$ cat config.mk
export PLATFORM = sky130hd
export DESIGN_NAME = instr_prefetch_queue
export DESIGN_NICKNAME = d
export VERILOG_FILES = /design/src/rtl/cpu_pkg.sv /design/src/rtl/ipq_fifo.sv /design/src/rtl/instr_prefetch_queue.sv
export SDC_FILE = /design/constraint.sdc
export NUM_CORES = 1
export LEC_CHECK = 0
export CAP_MARGIN = 20
export CORE_UTILIZATION = 50
export DETAILED_ROUTE_END_ITERATION = 12
export PLACE_DENSITY = 0.71
export SLEW_MARGIN = 20
export SYNTH_ARGS = -nofsm -noshare
export SYNTH_HDL_FRONTEND = slang
export SYNTH_SLANG_ARGS = --single-unit
$ cat constraint.sdc
create_clock -name clock -period 3.6 [get_ports clock]
set_input_delay 1.08 -clock clock [delete_from_list [all_inputs] [get_ports clock]]
set_output_delay 1.08 -clock clock [all_outputs]
set_load 0.05 [all_outputs]
$ cat src/rtl/cpu_pkg.sv
// Shared CPU definitions: instruction width, opcodes and prefetch FSM states.
package cpu_pkg;

  localparam int unsigned INSTR_W = 16;

  localparam logic [4:0] OP_NOP  = 5'b00000;
  localparam logic [4:0] OP_HALT = 5'b00001;

  typedef enum logic [2:0] {
    StIdle,
    StFetch,
    StStall,
    StDrain,
    StHalted
  } ipq_state_e;

  // Opcode lives in the top five bits of the instruction word.
  function automatic logic is_halt(input logic [INSTR_W-1:0] instr);
    return instr[INSTR_W-1 -: 5] == OP_HALT;
  endfunction

endpackage

$ cat src/rtl/ipq_fifo.sv
// Synchronous FIFO for the prefetch queue; flush empties it on the clock edge.
// The head entry is read straight from registered storage.
module ipq_fifo #(
  parameter int unsigned DEPTH = 4,
  parameter int unsigned WIDTH = 24
) (
  input  logic                     clock,
  input  logic                     reset,
  input  logic                     flush,
  input  logic                     push,
  input  logic [WIDTH-1:0]         push_data,
  input  logic                     pop,
  output logic [WIDTH-1:0]         head_data,
  output logic [$clog2(DEPTH):0]   count,
  output logic                     empty
);

  localparam int unsigned PtrW = $clog2(DEPTH);
  localparam logic [PtrW:0] CntFull = (PtrW+1)'(DEPTH);

  logic [WIDTH-1:0] mem_q [DEPTH];
  logic [PtrW-1:0]  wr_ptr_q, rd_ptr_q;
  logic [PtrW:0]    count_q;
  logic             full, do_push, do_pop;

  assign empty   = (count_q == '0);
  assign full    = (count_q == CntFull);
  assign do_pop  = pop & ~empty;
  assign do_push = push & (~full | do_pop);

  assign head_data = mem_q[rd_ptr_q];
  assign count     = count_q;

  // Storage, pointers and occupancy; flush wins over push and pop.
  always_ff @(posedge clock or negedge reset) begin
    if (!reset) begin
      for (int i = 0; i < DEPTH; i++) mem_q[i] <= '0;
      wr_ptr_q <= '0;
      rd_ptr_q <= '0;
      count_q  <= '0;
    end else if (flush) begin
      wr_ptr_q <= '0;
      rd_ptr_q <= '0;
      count_q  <= '0;
    end else begin
      if (do_push) begin
        mem_q[wr_ptr_q] <= push_data;
        wr_ptr_q        <= wr_ptr_q + PtrW'(1);
      end
      if (do_pop) rd_ptr_q <= rd_ptr_q + PtrW'(1);
      if (do_push && !do_pop)      count_q <= count_q + (PtrW+1)'(1);
      else if (do_pop && !do_push) count_q <= count_q - (PtrW+1)'(1);
    end
  end

endmodule

$ cat src/rtl/instr_prefetch_queue.sv
// Instruction prefetch queue: fetches sequential words from instruction memory
// into a small FIFO and presents the head to the CPU. Handles redirects, a
// HALT opcode and a global enable.
// Optional feature macro: IPQ_NOP_FILL_EN (an empty queue presents a NOP bubble).
module instr_prefetch_queue
  import cpu_pkg::*;
#(
  parameter int unsigned DEPTH  = 4,
  parameter int unsigned ADDR_W = 8
) (
  input  logic               clock,
  input  logic               reset,
  input  logic               enable,
  input  logic               start,
  input  logic               redirect,
  input  logic [ADDR_W-1:0]  redirect_addr,
  output logic               imem_req,
  output logic [ADDR_W-1:0]  imem_addr,
  input  logic               imem_ack,
  input  logic [INSTR_W-1:0] imem_data,
  output logic [INSTR_W-1:0] i_datain,
  output logic [ADDR_W-1:0]  i_pc,
  output logic               i_valid,
  input  logic               i_ready,
  output logic               halted
);

`ifdef IPQ_NOP_FILL_EN
  localparam bit NopFill = 1'b1;
`else
  localparam bit NopFill = 1'b0;
`endif

  localparam int unsigned EntW = INSTR_W + ADDR_W;
  localparam int unsigned CntW = $clog2(DEPTH) + 1;
  localparam logic [CntW-1:0] CntLast = CntW'(DEPTH - 1);

  ipq_state_e         state_q, state_d;
  logic               req_q, req_d;
  logic [ADDR_W-1:0]  addr_q, addr_d;
  logic [ADDR_W-1:0]  fetch_q, fetch_d;     // next address to request
  logic               discard_q, discard_d; // in-flight ack belongs to a flushed stream
  logic               halted_q, halted_d;
  logic [INSTR_W-1:0] last_data_q;
  logic [ADDR_W-1:0]  last_pc_q;

  logic [EntW-1:0]    head;
  logic [INSTR_W-1:0] head_data;
  logic [ADDR_W-1:0]  head_pc;
  logic [CntW-1:0]    count;
  logic               empty;

  logic               steer, ack_ok, push, fifo_pop, flush;
  logic [ADDR_W-1:0]  steer_addr, addr_next;

  assign {head_data, head_pc} = head;

  // Start outside IDLE behaves as a redirect to 0; redirect takes priority.
  assign steer      = (redirect | start) & (state_q != StIdle);
  assign steer_addr = redirect ? redirect_addr : '0;
  assign ack_ok     = req_q & imem_ack;
  assign addr_next  = addr_q + ADDR_W'(1);
  assign push       = enable & ack_ok & ~discard_q & ~steer & (state_q == StFetch);
  assign fifo_pop   = enable & i_valid & i_ready & ~empty & ~steer;
  assign flush      = enable & steer;

  ipq_fifo #(
    .DEPTH (DEPTH),
    .WIDTH (EntW)
  ) u_fifo (
    .clock     (clock),
    .reset     (reset),
    .flush     (flush),
    .push      (push),
    .push_data ({imem_data, addr_q}),
    .pop       (fifo_pop),
    .head_data (head),
    .count     (count),
    .empty     (empty)
  );

  // State register and registered handshake outputs; everything holds while enable is low.
  always_ff @(posedge clock or negedge reset) begin
    if (!reset) begin
      state_q     <= StIdle;
      req_q       <= 1'b0;
      addr_q      <= '0;
      fetch_q     <= '0;
      discard_q   <= 1'b0;
      halted_q    <= 1'b0;
      last_data_q <= '0;
      last_pc_q   <= '0;
    end else if (enable) begin
      state_q     <= state_d;
      req_q       <= req_d;
      addr_q      <= addr_d;
      fetch_q     <= fetch_d;
      discard_q   <= discard_d;
      halted_q    <= halted_d;
      last_data_q <= i_datain;
      last_pc_q   <= i_pc;
    end
  end

  // Next-state and fetch bookkeeping.
  always_comb begin
    state_d   = state_q;
    req_d     = req_q;
    addr_d    = addr_q;
    fetch_d   = fetch_q;
    discard_d = discard_q;
    halted_d  = halted_q;
    if (state_q == StIdle) begin
      if (start) begin
        state_d   = StFetch;
        req_d     = 1'b1;
        addr_d    = '0;
        fetch_d   = '0;
        discard_d = 1'b0;
      end
    end else if (steer) begin
      state_d  = StFetch;
      fetch_d  = steer_addr;
      halted_d = 1'b0;
      if (req_q && !imem_ack) begin
        // Old request still owns the bus; let it finish and drop its data.
        discard_d = 1'b1;
      end else begin
        req_d     = 1'b1;
        addr_d    = steer_addr;
        discard_d = 1'b0;
      end
    end else begin
      unique case (state_q)
        StFetch: begin
          if (ack_ok) begin
            if (discard_q) begin
              discard_d = 1'b0;
              addr_d    = fetch_q;
            end else begin
              fetch_d = addr_next;
              if (is_halt(imem_data)) begin
                state_d = StDrain;
                req_d   = 1'b0;
              end else if (count == CntLast && !fifo_pop) begin
                state_d = StStall;
                req_d   = 1'b0;
              end else begin
                addr_d = addr_next;
              end
            end
          end
        end
        StStall: begin
          if (fifo_pop) begin
            state_d = StFetch;
            req_d   = 1'b1;
            addr_d  = fetch_q;
          end
        end
        StDrain: begin
          if (fifo_pop && is_halt(head_data)) begin
            state_d  = StHalted;
            halted_d = 1'b1;
          end
        end
        default: ;
      endcase
    end
  end

  // CPU-facing outputs: queue head, optional NOP bubble, else the last shown value.
  always_comb begin
    i_valid  = 1'b0;
    i_datain = last_data_q;
    i_pc     = last_pc_q;
    if (state_q != StHalted && !empty) begin
      i_valid  = 1'b1;
      i_datain = head_data;
      i_pc     = head_pc;
    end else if (NopFill && state_q != StIdle && state_q != StHalted) begin
      i_valid  = 1'b1;
      i_datain = {OP_NOP, (INSTR_W-5)'(0)};
    end
  end

  assign imem_req  = req_q;
  assign imem_addr = addr_q;
  assign halted    = halted_q;

endmodule

* After elaboration in Yosys (flattened, before gate mapping)
Index checks and enable logic that the tools add are counted.
Word-level totals: register bits 149, input port bits 31, logic and storage cells 156
Cells by class: add/subtract/negate cells 5, order comparisons 3, equality and inequality tests 18, muxes and demuxes 61, bitwise logic cells 23, reductions and logical operators 31
Operator list (count):
- $mux W8 | 16
- $bwmux W96 | 1
- $mux W24 | 3
- $bmux W24 S2 | 1
- $demux W24 S2 | 1
- $mux W3 | 12
- $reduce_and A8 Y1 | 3
- $mux W1 | 19
- $mux W16 | 1
- $pmux W8 S2 | 1
- $and A1 B1 Y1 | 13
- $reduce_bool A3 Y1 | 4
- $eq A5 B1 Y1 const B | 2
- $ne A5 B5 Y1 const B | 2
- $eq A3 B2 Y1 const B | 3
- $pmux W3 S3 | 1
- $add A8 B1 Y8 const B | 1
- $mux W2 | 4
- $ne A4 B3 Y1 const B | 2
- $ne A4 B4 Y1 const B | 2
- $reduce_and A4 Y1 | 2
- $reduce_bool A2 Y1 | 4
- $logic_and A1 B1 Y1 | 7
- $ge A3 B3 Y1 const B | 2
- 20 further kinds | 34

* Longest topological paths before layout
depth after elaboration 17, gate-level depth with buffers 9

* By module
A second synthesis with hierarchy kept.
Unflattened totals: cells, all modules 556, area total of the unflattened synthesis 7973.9 µm²
Modules (own cells, without submodules):
- ipq_fifo | instances 1, cells each 291, area an instance 5139.9 µm², sequential area each 2577.5 µm²
- instr_prefetch_queue | instances 1, cells each 265, area an instance 2834.0 µm², sequential area each 1151.1 µm²

* Worst setup path before layout
OpenSTA, ideal clock, no wires.
kind reg-to-output, start register state_q[1], end output i_datain[10], arrival 1.936 ns, slack 0.584 ns, stages on the path, launching flop included 7, cell sequence dfrtp_1 -> buf_4 -> or3b_1 -> and2_1 -> buf_2 -> buf_2 -> mux2_2
On the way: longest elaborated chain between the ends 3
Ends and longest elaborated chain:
- from (decl) | RTL line instr_prefetch_queue.sv:38 | ipq_state_e state_q, state_d;
- from (signal assigned) | RTL line instr_prefetch_queue.sv:85 | state_q <= StIdle;
- from (signal assigned) | RTL line instr_prefetch_queue.sv:94 | state_q <= state_d;
- $ne A3 B3 Y1 | RTL line instr_prefetch_queue.sv:177 | if (state_q != StHalted && !empty) begin
- $logic_and A1 B1 Y1 | RTL line instr_prefetch_queue.sv:177
- $mux W16 | RTL line instr_prefetch_queue.sv:177
- to (decl) | RTL line instr_prefetch_queue.sv:21 | output logic [INSTR_W-1:0] i_datain,
No other way between the ends.

* Worst setup path in the final report
start register state_q[2], end output i_pc[1]
On the way: longest elaborated chain between the ends 3
Ends and longest elaborated chain:
- $ne A3 B3 Y1 | RTL line instr_prefetch_queue.sv:177
- $logic_and A1 B1 Y1 | RTL line instr_prefetch_queue.sv:177
- $mux W8 | RTL line instr_prefetch_queue.sv:177
- to (decl) | RTL line instr_prefetch_queue.sv:22 | output logic [ADDR_W-1:0] i_pc,
No other way between the ends.

==> impl_results.html <==
<table>
<tr><th>Metric</th><th>Value</th></tr>
<tr><th colspan="2">Finish</th></tr>
<tr><td>Antenna Cells</td><td>0</td></tr>
<tr><td>Area growth, synth to finish</td><td>22.2%</td></tr>
<tr><td>Post-route cell area</td><td>9160 um2</td></tr>
<tr><td>Proportion of layout cells with a drive suffix above 1</td><td>37.0%</td></tr>
<tr><td>Layout net count</td><td>671</td></tr>
<tr><th colspan="2">STA</th></tr>
<tr><td>Pins over their slew limit</td><td>0</td></tr>
<tr><td>Relative max-transition margin</td><td>51.2%</td></tr>
<tr><td>Worst-case clock skew</td><td>0.0111 ns</td></tr>
<tr><td>RSZ-0062 raised after global routing</td><td>false</td></tr>
<tr><td>Tightest Pin Transition</td><td>0.732 ns</td></tr>
<tr><td>F_max</td><td>285 MHz</td></tr>
<tr><td>Number of setup violations in the final report</td><td>0</td></tr>
<tr><td>Tmin final</td><td>3.51 ns</td></tr>
<tr><td>Final Worst Setup Slack</td><td>0.0900 ns</td></tr>
<tr><td>Setup_tns</td><td>0 ns</td></tr>
<tr><td>Tcrit/Tclk final</td><td>97.5%</td></tr>
<tr><td>Hold violation count in the final report</td><td>0</td></tr>
<tr><th colspan="2">Worst setup path</th></tr>
<tr><td>Levels on crit path</td><td>5</td></tr>
<tr><td>Crit path largest cell delay</td><td>0.59 ns</td></tr>
<tr><td>Nature of the critical path endpoint</td><td>output port</td></tr>
<tr><td>Startpoint of the most critical register-to-register path</td><td>state_q[2]$_DFFE_PN0P_</td></tr>
<tr><td>Worst setup endpoint</td><td>i_pc[1]</td></tr>
<tr><td>Highest fanout seen on the critical path</td><td>14</td></tr>
<tr><td>Ordered cell list for the critical path</td><td>or3b_1, and2_1, buf_4, mux2_2, buf_12</td></tr>
<tr><td>Launch point of the worst path</td><td>state_q[2]$_DFFE_PN0P_</td></tr>
<tr><td>Worst R2R End</td><td>u_fifo.count[2]$_DFFE_PN0P_</td></tr>
<tr><td>Cell class contributing the biggest share of worst-path delay</td><td>simple AND/OR/NAND/NOR gates</td></tr>
<tr><td>Critical setup path kind</td><td>reg2out</td></tr>
<tr><td>Slowest cell on the critical path</td><td>sky130_fd_sc_hd__dfrtp_1</td></tr>
<tr><td>Worst EP arrival</td><td>2.43 ns</td></tr>
<tr><td>Number of buffers and inverters on the critical path</td><td>2</td></tr>
<tr><td>R2R cell count</td><td>7</td></tr>
<tr><td>Worst Path Required</td><td>2.52 ns</td></tr>
<tr><td>Minimum setup slack among reg-to-reg paths</td><td>1.08 ns</td></tr>
<tr><td>Startpoint Class</td><td>flip-flop</td></tr>
<tr><th colspan="2">Power and ir drop</th></tr>
<tr><td>Proportion of total power due to net switching</td><td>36.9%</td></tr>
<tr><td>Maximum ir drop on the vdd rail</td><td>0.691 mV</td></tr>
<tr><td>Relative contribution of the clock network to total power</td><td>22.6%</td></tr>
<tr><td>Switching power of the nets</td><td>2.80 mW</td></tr>
<tr><td>Power per Cell Area</td><td>830 nW/um2</td></tr>
<tr><td>Total power</td><td>7.60 mW</td></tr>
<tr><td>Seq pwr share</td><td>31.0%</td></tr>
<tr><td>Internal Power</td><td>4.79 mW</td></tr>
<tr><td>Leakage component of the power</td><td>4.32 nW</td></tr>
<tr><td>Logic pwr share</td><td>46.5%</td></tr>
<tr><th colspan="2">Floorplan</th></tr>
<tr><td>Die Area</td><td>15500 um2</td></tr>
<tr><td>Die X-Extent</td><td>124 um</td></tr>
<tr><td>Total number of placement rows</td><td>44</td></tr>
<tr><td>Die Y-Extent</td><td>124 um</td></tr>
<tr><td>Starting Density</td><td>51.4%</td></tr>
<tr><td>Top-level port count</td><td>66</td></tr>
<tr><td>Core region area</td><td>14600 um2</td></tr>
<tr><th colspan="2">Synth</th></tr>
<tr><td>Main synth FF type</td><td>sky130_fd_sc_hd__dfrtp_1</td></tr>
<tr><td>Nets in the synthesized netlist</td><td>600</td></tr>
<tr><td>Synth async-reset ratio</td><td>100%</td></tr>
<tr><td>Number of register bits inferred by synthesis</td><td>149</td></tr>
<tr><td>Cell Area, Synth</td><td>7490 um2</td></tr>
<tr><td>Cells taking the most area after synthesis</td><td>sky130_fd_sc_hd__dfrtp_1, sky130_fd_sc_hd__mux2_2, sky130_fd_sc_hd__mux2_4</td></tr>
<tr><td>Largest area contributor in the synthesized netlist</td><td>sky130_fd_sc_hd__dfrtp_1</td></tr>
<tr><td>Synth cell types</td><td>55</td></tr>
<tr><td>Area fraction of the dominant cell type after synthesis</td><td>49.8%</td></tr>
<tr><td>Count of flip-flops with a built-in enable after synthesis</td><td>0</td></tr>
<tr><td>Gate count of the mapped netlist</td><td>563</td></tr>
<tr><td>Proportion of synthesized chip area in sequential cells</td><td>49.8%</td></tr>
<tr><td>Number of warning messages in the yosys log</td><td>0</td></tr>
<tr><td>Mean cell area of the mapped netlist</td><td>13.3 um2</td></tr>
<tr><th colspan="2">Global route</th></tr>
<tr><td>Leftover overflow at the end of global routing</td><td>0</td></tr>
<tr><td>Number of antenna violations at the first check in global routing</td><td>0</td></tr>
<tr><td>Number of global-route vias before repair</td><td>5171</td></tr>
<tr><td>Maximum number of pins on one net before global-route repair</td><td>64</td></tr>
<tr><td>Total Routing Usage GR</td><td>23.2%</td></tr>
<tr><td>Wire length of the first global-routing pass</td><td>27600 um</td></tr>
<tr><th colspan="2">CTS</th></tr>
<tr><td>Clock tree root driver cell</td><td>sky130_fd_sc_hd__clkbuf_16</td></tr>
<tr><td>Setup fix buffers added after clock tree synthesis</td><td>0</td></tr>
<tr><td>Clock-pin slew on the worst setup and hold paths</td><td>0.06 ns</td></tr>
<tr><td>CTS-repair resized insts</td><td>0</td></tr>
<tr><td>Number of sinks handled by clock tree synthesis</td><td>149</td></tr>
<tr><td>Hold-fix buffers at CTS</td><td>0</td></tr>
<tr><td>Total clock buffers created by CTS</td><td>17</td></tr>
<tr><td>Clock tree from TritonCTS</td><td>done</td></tr>
<tr><td>Buffer levels on the longest clock path</td><td>2</td></tr>
<tr><td>H-tree levels</td><td>4</td></tr>
<tr><td>Later-pin clock latency in the skew report</td><td>0.42 ns</td></tr>
<tr><th colspan="2">Route</th></tr>
<tr><td>Drt pass-1 iters</td><td>5</td></tr>
<tr><td>Remaining antenna violation count after routing</td><td>0</td></tr>
<tr><td>Number of DRC markers in iteration 0</td><td>348</td></tr>
<tr><td>Met1 wire length</td><td>7360 um</td></tr>
<tr><td>Vias per cell</td><td>5.88</td></tr>
<tr><td>Routed wl met3</td><td>618 um</td></tr>
<tr><td>Wire length on met2</td><td>8540 um</td></tr>
<tr><td>Highest metal used</td><td>met4</td></tr>
<tr><td>Final Routed Wirelength</td><td>16900 um</td></tr>
<tr><td>DRC</td><td>0</td></tr>
<tr><td>Vias after detailed routing</td><td>4872</td></tr>
<tr><td>Routed wire per std cell</td><td>20.4 um</td></tr>
<tr><th colspan="2">Run</th></tr>
<tr><td>Max-cap violation count</td><td>0</td></tr>
<tr><th colspan="2">Status</th></tr>
<tr><td>Outcome</td><td>finished clean</td></tr>
<tr><th colspan="2">Placement</th></tr>
<tr><td>Placed Area</td><td>8580 um2</td></tr>
<tr><td>Port Buffer Count</td><td>65</td></tr>
<tr><td>GPL Wtd Cong</td><td>0.845</td></tr>
<tr><td>Dpl ws</td><td>0.0968 ns</td></tr>
<tr><td>HPWL reported at the end of detailed placement</td><td>11100 um</td></tr>
<tr><th colspan="2">Min path</th></tr>
<tr><td>Class of the tightest hold or removal check</td><td>reg2reg</td></tr>
</table>
==> cell usage after synthesis (3+ instances only) <==
master,number
sky130_fd_sc_hd__and3_1,3
sky130_fd_sc_hd__mux4_2,24
sky130_fd_sc_hd__or3_1,4
sky130_fd_sc_hd__nor2_1,23
sky130_fd_sc_hd__clkbuf_1,11
sky130_fd_sc_hd__nand2_1,49
sky130_fd_sc_hd__nand2_4,4
sky130_fd_sc_hd__nor3_1,3
sky130_fd_sc_hd__nand2b_1,3
sky130_fd_sc_hd__xnor2_1,6
sky130_fd_sc_hd__ha_1,5
sky130_fd_sc_hd__o31ai_1,3
sky130_fd_sc_hd__a21oi_1,15
sky130_fd_sc_hd__mux2i_1,4
sky130_fd_sc_hd__buf_2,9
sky130_fd_sc_hd__a2111oi_0,4
sky130_fd_sc_hd__nor4_1,3
sky130_fd_sc_hd__o21ai_0,31
sky130_fd_sc_hd__mux2_2,80
sky130_fd_sc_hd__a21o_1,6
sky130_fd_sc_hd__buf_6,8
sky130_fd_sc_hd__mux2_4,48
sky130_fd_sc_hd__inv_1,13
sky130_fd_sc_hd__dfrtp_1,149
sky130_fd_sc_hd__o41ai_1,7
sky130_fd_sc_hd__a211oi_1,3
sky130_fd_sc_hd__nand3_1,9
==> power by group through the flow <==
stage	registers (mW)	logic, mW	clock network [mW]
CTS	2.35	3.56	1.74
global route	2.41	3.71	1.82
detailed placement	2.37	3.54	0
global placement	2.34	3.48	0
floorplan	2.40	2.06	0
finish	2.35	3.53	1.72
==> cells by family after synthesis <==
kind of cell             count (synthesis)  synth area share, %
adder cells (fa/ha/maj)                  6                 1.10
AO/OA/AOI/OAI                           84                 7.56
flip-flops                             149                 49.8
AND/OR/NAND/NOR                        116                 8.06
buffers and inverters                   45                 3.31
multiplexers                           156                 29.4
XOR/XNOR                                 7                0.818
==> registers in the layout, indices dropped and copies added (netlist names) <==
name and cells:
discard_q 1, fetch_q 8, halted 1, imem_addr 8
imem_req 1, last_data_q 16, last_pc_q 8, state_q 3
u_fifo.count 3, u_fifo.mem_q 96, u_fifo.rd_ptr_q 2, u_fifo.wr_ptr_q 2
==> metal layers <==
layer,GRT usage (%),vias to the layer above
li1,-,2198
met1,30.3,2525
met2,38.0,124
met3,4.38,25
met4,10.1,0
met5,0,-
==> layout by cell type (no fill, tap or decap), drive strengths merged, types with 2 or more instances in the layout <==
cell type      netlist  final
a2111oi              4      4
a211oi               3      3
a21o                 6      6
a21oi               15     15
a22o                 2      2
a311o                2      2
a31oi                2      2
and2                 3      3
and3                 3      3
buf                 21     45
clkbuf              11     26
clkdlybuf4s50        0     39
dfrtp              149    149
ha                   5      5
inv                 13     13
mux2               128    128
mux2i                4      4
mux4                24     24
nand2               53     53
nand2b               3      3
nand3                9      9
nand4                2      2
nor2                23     23
nor2b                2      2
nor3                 4      4
nor4                 4      4
o21a                 2      2
o21ai               31     31
o31a                 2      2
o31ai                3      3
o41ai                7      7
or3                  4      4
xnor2                6      6
==> how the worst min path moves through the flow <==
stage / cells after the start / endpoint / slack (ns) / start
finish: 2 / u_fifo.mem_q[28]$_DFFE_PN0P_ / 0.48 / u_fifo.mem_q[28]$_DFFE_PN0P_
CTS: 2 / u_fifo.mem_q[28]$_DFFE_PN0P_ / 0.48 / u_fifo.mem_q[28]$_DFFE_PN0P_
detailed placement: 2 / fetch_q[4]$_DFFE_PN0P_ / 0.47 / fetch_q[4]$_DFFE_PN0P_
global placement: 1 / fetch_q[0]$_DFFE_PN0P_ / 0.46 / fetch_q[0]$_DFFE_PN0P_
floorplan: 2 / fetch_q[1]$_DFFE_PN0P_ / 0.44 / fetch_q[1]$_DFFE_PN0P_
global route: 2 / u_fifo.mem_q[52]$_DFFE_PN0P_ / 0.50 / u_fifo.mem_q[52]$_DFFE_PN0P_
==> cell type report <==
class / instances / area, um2
Clock buffer: 26 / 529
Clock inverter: 3 / 42.5
Fill cell: 1080 / 5430
Inverter: 13 / 48.8
Multi-Input combinational cell: 369 / 3520
Sequential cell: 149 / 3730
Tap cell: 184 / 230
Timing Repair Buffer: 84 / 1060
==> worst register-to-register path, stage by stage, from the launching register on <==
cell	delay (ns)
sky130_fd_sc_hd__dfrtp_1	0.59
sky130_fd_sc_hd__or3b_1	0.47
sky130_fd_sc_hd__and4_4	0.21
sky130_fd_sc_hd__a211oi_1	0.32
sky130_fd_sc_hd__fa_1	0.26
sky130_fd_sc_hd__mux2i_1	0.09
sky130_fd_sc_hd__or4_1	0.41
sky130_fd_sc_hd__o21ai_0	0.08
==> per-stage QoR <==
stage | hold WS, ns | util [%] | std cells
floorplan | 0.443 | - | 563
global placement | 0.455 | 58.8 | 799
detailed placement | 0.469 | 58.8 | 799
CTS | 0.480 | 62.8 | 828
global route | 0.496 | 62.8 | 828
finish | 0.477 | 62.8 | 828
Note: power is estimated with default switching activity, not from simulation.
